===== config.mk =====
export PLATFORM = sky130hd
export DESIGN_NAME = block_fetch_unit
export DESIGN_NICKNAME = d
export VERILOG_FILES = /design/src/rtl/block_fetch_unit.sv
export SDC_FILE = /design/constraint.sdc
export NUM_CORES = 1
export LEC_CHECK = 0
export ABC_CLOCK_PERIOD_IN_PS = 4450
export CORE_ASPECT_RATIO = 1.1
export CORE_MARGIN = 4
export CORE_UTILIZATION = 35
export CTS_CLUSTER_DIAMETER = 60
export DETAILED_ROUTE_END_ITERATION = 10
export PLACE_DENSITY = 0.57
export SLEW_MARGIN = 25
export SYNTH_ARGS = -nofsm -noshare
export SYNTH_HDL_FRONTEND = slang
export SYNTH_SLANG_ARGS = --single-unit

===== constraint.sdc =====
create_clock -name clk -period 4.45 [get_ports clk]
set_input_delay 0.445 -clock clk [delete_from_list [all_inputs] [get_ports clk]]
set_output_delay 0.445 -clock clk [all_outputs]
set_load 0.1 [all_outputs]

===== src/rtl/block_fetch_unit.sv =====
// Block fetch unit: walks an output grid, reads source pixels and
// presents 2x2 pixel blocks to a downstream resizing core.
module block_fetch_unit #(
    parameter int SRC_W  = 320,
    parameter int SRC_H  = 240,
    parameter int ADDR_W = 17
) (
    input  logic              clk,
    input  logic              rst_n,
    input  logic              start,
    input  logic [1:0]        mode,
    input  logic [ADDR_W-1:0] src_base,
    output logic              busy,
    output logic              done,
    output logic              cfg_err,
    output logic              rd_en,
    output logic [ADDR_W-1:0] rd_addr,
    input  logic [7:0]        rd_data,
    output logic              blk_valid,
    input  logic              blk_ready,
    output logic              blk_last,
    output logic [7:0]        p_out_00,
    output logic [7:0]        p_out_01,
    output logic [7:0]        p_out_10,
    output logic [7:0]        p_out_11,
    output logic [1:0]        alg_sel
);

    localparam logic [2:0] S_IDLE = 3'd0;
    localparam logic [2:0] S_READ = 3'd1;
    localparam logic [2:0] S_WAIT = 3'd2;
    localparam logic [2:0] S_OUT  = 3'd3;
    localparam logic [2:0] S_ERR  = 3'd4;

    localparam int MAXD = (SRC_W > SRC_H) ? SRC_W : SRC_H;
    localparam int CW   = $clog2(2 * MAXD) + 1;

    localparam logic [CW-1:0] LP_XH = CW'(SRC_W / 2 - 1);
    localparam logic [CW-1:0] LP_YH = CW'(SRC_H / 2 - 1);
    localparam logic [CW-1:0] LP_XD = CW'(2 * SRC_W - 1);
    localparam logic [CW-1:0] LP_YD = CW'(2 * SRC_H - 1);

    localparam logic [ADDR_W-1:0] LP_W  = ADDR_W'(SRC_W);
    localparam logic [ADDR_W-1:0] LP_W1 = ADDR_W'(SRC_W + 1);
    localparam logic [ADDR_W-1:0] LP_W2 = ADDR_W'(2 * SRC_W);

    logic [2:0]        r_state;
    logic [1:0]        r_mode;
    logic [ADDR_W-1:0] r_base;
    logic [CW-1:0]     r_x;
    logic [CW-1:0]     r_y;
    logic [1:0]        r_idx;
    logic              r_cap_v;
    logic [1:0]        r_cap_idx;
    logic [7:0]        r_p00;
    logic [7:0]        r_p01;
    logic [7:0]        r_p10;
    logic [7:0]        r_p11;
    logic              r_done;

    logic              w_up;
    logic [CW-1:0]     w_xmax;
    logic [CW-1:0]     w_ymax;
    logic              w_x_end;
    logic              w_last;
    logic [1:0]        w_nlast;
    logic [ADDR_W-1:0] w_a00;
    logic [ADDR_W-1:0] w_a10;
    logic [ADDR_W-1:0] w_off;
    logic [ADDR_W-1:0] w_addr;

    assign w_up    = (r_mode == 2'b10);
    assign w_xmax  = w_up ? LP_XD : LP_XH;
    assign w_ymax  = w_up ? LP_YD : LP_YH;
    assign w_x_end = (r_x == w_xmax);
    assign w_last  = w_x_end && (r_y == w_ymax);
    assign w_nlast = (r_mode == 2'b01) ? 2'd3 : 2'd0;

    assign w_a00 = r_base + ADDR_W'(r_y) * LP_W2 + (ADDR_W'(r_x) << 1);
    assign w_a10 = r_base + ADDR_W'(r_y >> 1) * LP_W + ADDR_W'(r_x >> 1);

    // 2x2 neighbourhood offsets in read order; r_idx stays 0 outside mode 01
    always_comb begin
        w_off = '0;
        unique case (r_idx)
            2'd1:    w_off = ADDR_W'(1);
            2'd2:    w_off = LP_W;
            2'd3:    w_off = LP_W1;
            default: w_off = '0;
        endcase
    end

    assign w_addr = w_up ? w_a10 : (w_a00 + w_off);

    always_ff @(posedge clk or negedge rst_n) begin
        if (!rst_n) begin
            r_state   <= S_IDLE;
            r_mode    <= 2'b00;
            r_base    <= '0;
            r_x       <= '0;
            r_y       <= '0;
            r_idx     <= 2'd0;
            r_cap_v   <= 1'b0;
            r_cap_idx <= 2'd0;
            r_p00     <= 8'd0;
            r_p01     <= 8'd0;
            r_p10     <= 8'd0;
            r_p11     <= 8'd0;
            r_done    <= 1'b0;
        end else begin
            r_done    <= 1'b0;
            r_cap_v   <= (r_state == S_READ);
            r_cap_idx <= r_idx;
            if (r_cap_v) begin
                unique case (r_cap_idx)
                    2'd0: r_p00 <= rd_data;
                    2'd1: r_p01 <= rd_data;
                    2'd2: r_p10 <= rd_data;
                    2'd3: r_p11 <= rd_data;
                endcase
            end
            unique case (r_state)
                S_IDLE: begin
                    if (start) begin
                        r_mode  <= mode;
                        r_base  <= src_base;
                        r_x     <= '0;
                        r_y     <= '0;
                        r_idx   <= 2'd0;
                        r_p00   <= 8'd0;
                        r_p01   <= 8'd0;
                        r_p10   <= 8'd0;
                        r_p11   <= 8'd0;
                        r_state <= (mode == 2'b11) ? S_ERR : S_READ;
                    end
                end
                S_READ: begin
                    if (r_idx == w_nlast) begin
                        r_idx   <= 2'd0;
                        r_state <= S_WAIT;
                    end else begin
                        r_idx <= r_idx + 2'd1;
                    end
                end
                S_WAIT: r_state <= S_OUT;
                S_OUT: begin
                    if (blk_ready) begin
                        if (w_last) begin
                            r_state <= S_IDLE;
                            r_done  <= 1'b1;
                        end else begin
                            r_state <= S_READ;
                            if (w_x_end) begin
                                r_x <= '0;
                                r_y <= r_y + CW'(1);
                            end else begin
                                r_x <= r_x + CW'(1);
                            end
                        end
                    end
                end
                S_ERR:   r_state <= S_IDLE;
                default: r_state <= S_IDLE;
            endcase
        end
    end

    assign busy      = (r_state != S_IDLE);
    assign cfg_err   = (r_state == S_ERR);
    assign done      = r_done || cfg_err;
    assign rd_en     = (r_state == S_READ);
    assign rd_addr   = rd_en ? w_addr : '0;
    assign blk_valid = (r_state == S_OUT);
    assign blk_last  = blk_valid && w_last;
    assign p_out_00  = r_p00;
    assign p_out_01  = r_p01;
    assign p_out_10  = r_p10;
    assign p_out_11  = r_p11;
    assign alg_sel   = {1'b0, (r_mode == 2'b01)};

endmodule

==> summary.md <==
| Metric | Value |
|---|---|
| Global-route wire length before repair | `between 20,000 and 30,000 um` |
| Critical path endpoint category | `output port` |
| Rel. slew slack | `0.318` |
| Die H | `approximately 150 um` |
| Final non-filler cell total | `~1,000` |
| Slew Limit Fails | `0` |
| Vias | `5,407` |
| Antenna violations before repair | `1` |
| Clock Skew | `0.00586 ns` |
| Final min period | `4.62 ns` |
| Vias/cell | `between 5 and 6` |
| Hold Crit Class | `in -> async` |
| Clock Tree Buf Depth | `2` |
| Port bufs | `86` |
| CP Data Required Time | `4.01 ns` |
| DIE WIDTH | `around 140 um` |
| Nets | `~930` |
| 1st-pass router iterations | `4` |
| Status | `finished with violations` |
| Reg clk slew, reported paths | `around 0.07 ns` |
| Post-Syn Area | `0.00650 mm^2` |
| Final Cycle Share | `1.04` |
| Sequential fraction of the synthesis area | `0.316` |
| H-tree Lvls | `3` |
| Final Hold Viols | `0` |
| CTS Sinks | `82` |
| Critical path data arrival time | `roughly 4.2 ns` |
| GP Congestion | `0.871` |
| N_diodes | `0` |
| Ports | `88` |
| DRC Markers | `0` |
| Mean routed wirelength per cell | `approximately 17 um` |
| Synth Register Bits | `82` |
| Clk root buf | `clkbuf_16` |
| Syn Inst Count | `about 690` |
| YS warnings | `0` |
| Filler Cell Count | `1,756` |
| Violation count after the first detailed-route iteration | `195` |
| Worst Path Max Fanout | `5` |
| Placed cell count | `roughly 1,000` |
| Gr usage total | `0.174` |
| Syn nets | `821` |
| Layout cells sized above 1 | `0.176` |
| FFs w/ async S/R, synth | `1.00` |
| Pin count of the biggest net entering global routing | `46` |
| Worst slew pin tran | `1.02 ns` |
| Setup WS post-layout | `-0.165 ns` |
| Total CTS buffers | `9` |
| Placement Rows | `52` |
| Post-synth top area cell | `dfrtp_1` |
| DP HPWL | `roughly 13,000 um` |
| Share of the synthesized area in the top cell type | `0.316` |
| Final core utilization | `0.467` |
| Most common flop cell mapped by yosys | `dfrtp_1` |
| Crit path kind | `reg -> out` |
| Violated checks | `negative setup slack` |
| Post-synthesis area per instance | `9.43 um^2` |
| Worst skew pair latency | `between 0.3 and 0.4 ns` |
| RSZ-0062 raised after global routing | `true` |
| Vias in the first global route | `5,674` |
| Max Cap Viol | `0` |
| Final setup fails | `3` |
| Grt total ovfl | `0` |
| DRT Wirelength | `17,500 um` |
| Synth-to-layout area growth | `31.7%` |
| Core Region | `0.0183 mm^2` |
| Startpoint Class | `flop` |
| Die area | `0.0208 mm^2` |
| Post-synthesis cell type count | `57` |
| Achievable Freq | `~220 MHz` |
| Starting Density | `0.354` |
| Synth top area cells | `dfrtp_1 32%, ha_1 17%, mux2i_1 5.4%, fa_1 4.6%, xnor2_1 4.4%` |
| EDFF count, synth | `0` |
| Antenna Violating Nets Remaining | `0` |
| CTS tree | `built` |
| Hold buffers post-CTS | `0` |
-- area by class of cell --
type                            instances  area [um^2]  share of cell area
Timing Repair Buffer                  117         1170               0.137
Clock inverter                          7         60.1             0.00702
Tap cell                              243          304              0.0355
Clock buffer                            9          225              0.0263
Sequential cell                        82         2050               0.240
Inverter                               46          173              0.0202
Multi-Input combinational cell        540         4570               0.534
-- per-layer routing --
layer  up-vias  global-route usage  wire [um]
met5         -                   0          0
met4         0              0.0534        317
met3        24              0.0286        718
met2       129               0.305       8970
met1      2611               0.217       7460
li1       2643                   -          -
-- synth_stat cells (all sizes together), types with 6 or more instances --
cell    number
ha          86
dfrtp       82
nor2        76
nand2       49
inv         46
a21oi       39
mux2i       35
xnor2       33
o21ai       31
xor2        18
mux2        16
fa          15
nand3       15
a21o        14
and3        14
clkbuf      13
buf          8
nor2b        7
or3          7
a211oi       6
a31oi        6
nor3         6
o21bai       6
-- critical path, stage by stage, from the launching register on --
cell	delay, ns
dfrtp_2	0.44
ha_4	0.27
buf_6	0.12
fa_1	0.54
inv_2	0.04
fa_1	0.49
inv_2	0.05
ha_4	0.16
ha_4	0.23
a21o_1	0.21
a221o_1	0.38
nor3_2	0.15
a21oi_2	0.10
xnor2_2	0.15
a211oi_4	0.28
buf_12	0.21
-- flip-flops by register name (all words and copies together), names as in the netlist --
signal	cells
r_done	1
r_cap_idx	2
r_state	3
r_x	11
p_out_01	8
p_out_11	8
r_mode	2
r_base	17
p_out_00	8
r_cap_v	1
r_idx	2
r_y	11
p_out_10	8
-- cell usage in the layout (no fill, tap or decap), drive strengths merged, types with 3 or more instances in the layout --
master	count
nand3	15
o21ai	31
nor2	76
a31oi	6
nand4	3
fa	15
o22ai	3
xor2	18
a221oi	4
clkbuf	9
buf	51
nor2b	7
a21o	14
and3	14
ha	86
nand2	49
o21a	5
a211oi	6
a21oi	39
clkdlybuf4s50	66
nor3	6
o31ai	5
xnor2	33
o21bai	6
inv	50
o211ai	3
dfrtp	82
mux2i	35
and4	3
mux2	16
nor4	4
nand2b	4
or3	7
nor3b	4
-- through the flow --
stage          hold WS (ns)  TNS, ns  worst slack, ns  instance area (um^2)
2_1_floorplan         0.149   -0.553           -0.294                  6620
3_3_place_gp          0.452        0           0.0608                  7950
3_5_place_dp          0.468        0           0.0280                  7950
4_1_cts               0.101   -0.340           -0.147                  8470
5_1_grt               0.119    -1.11           -0.335                  8560
6_report             0.0820   -0.350           -0.165                  8560
-- logic make-up (layout without fill, tap and decap cells) --
family,after synthesis,after routing,synth area share
simple gates,203,203,0.148
flops,82,82,0.316
mux,51,51,0.0822
buf+inv,67,179,0.0408
fa+ha+maj,101,101,0.212
other cells,1,1,0.000577
compound gates,133,133,0.133
xor+xnor,51,51,0.0687
-- repair_timing --
action / in CTS / in global routing
pin swaps: 17 / 9
setup buffers: 7 / 0
gates resized for setup: 27 / 14
setup endpoints to repair: 5 / 5
-- path summary, 6_finish.rpt --
kind	start	end	slack, ns	depth (start not counted)
max	r_y[4]$_DFFE_PN0P_	rd_addr[16]	-0.17	15
min	rst_n	p_out_00[6]$_DFF_PN0_	0.08	1
max reg2reg	r_y[1]$_DFFE_PN0P_	r_x[9]$_DFFE_PN0P_	1.73	9
min reg2reg	p_out_10[0]$_DFF_PN0_	p_out_10[0]$_DFF_PN0_	0.52	2
max in group asynchronous	rst_n	r_y[4]$_DFFE_PN0P_	3.35	2
min in group clk	p_out_10[0]$_DFF_PN0_	p_out_10[0]$_DFF_PN0_	0.52	2
Power is not shown: default switching activity piles up to over one toggle a cycle in this logic, so the estimate is an artifact.
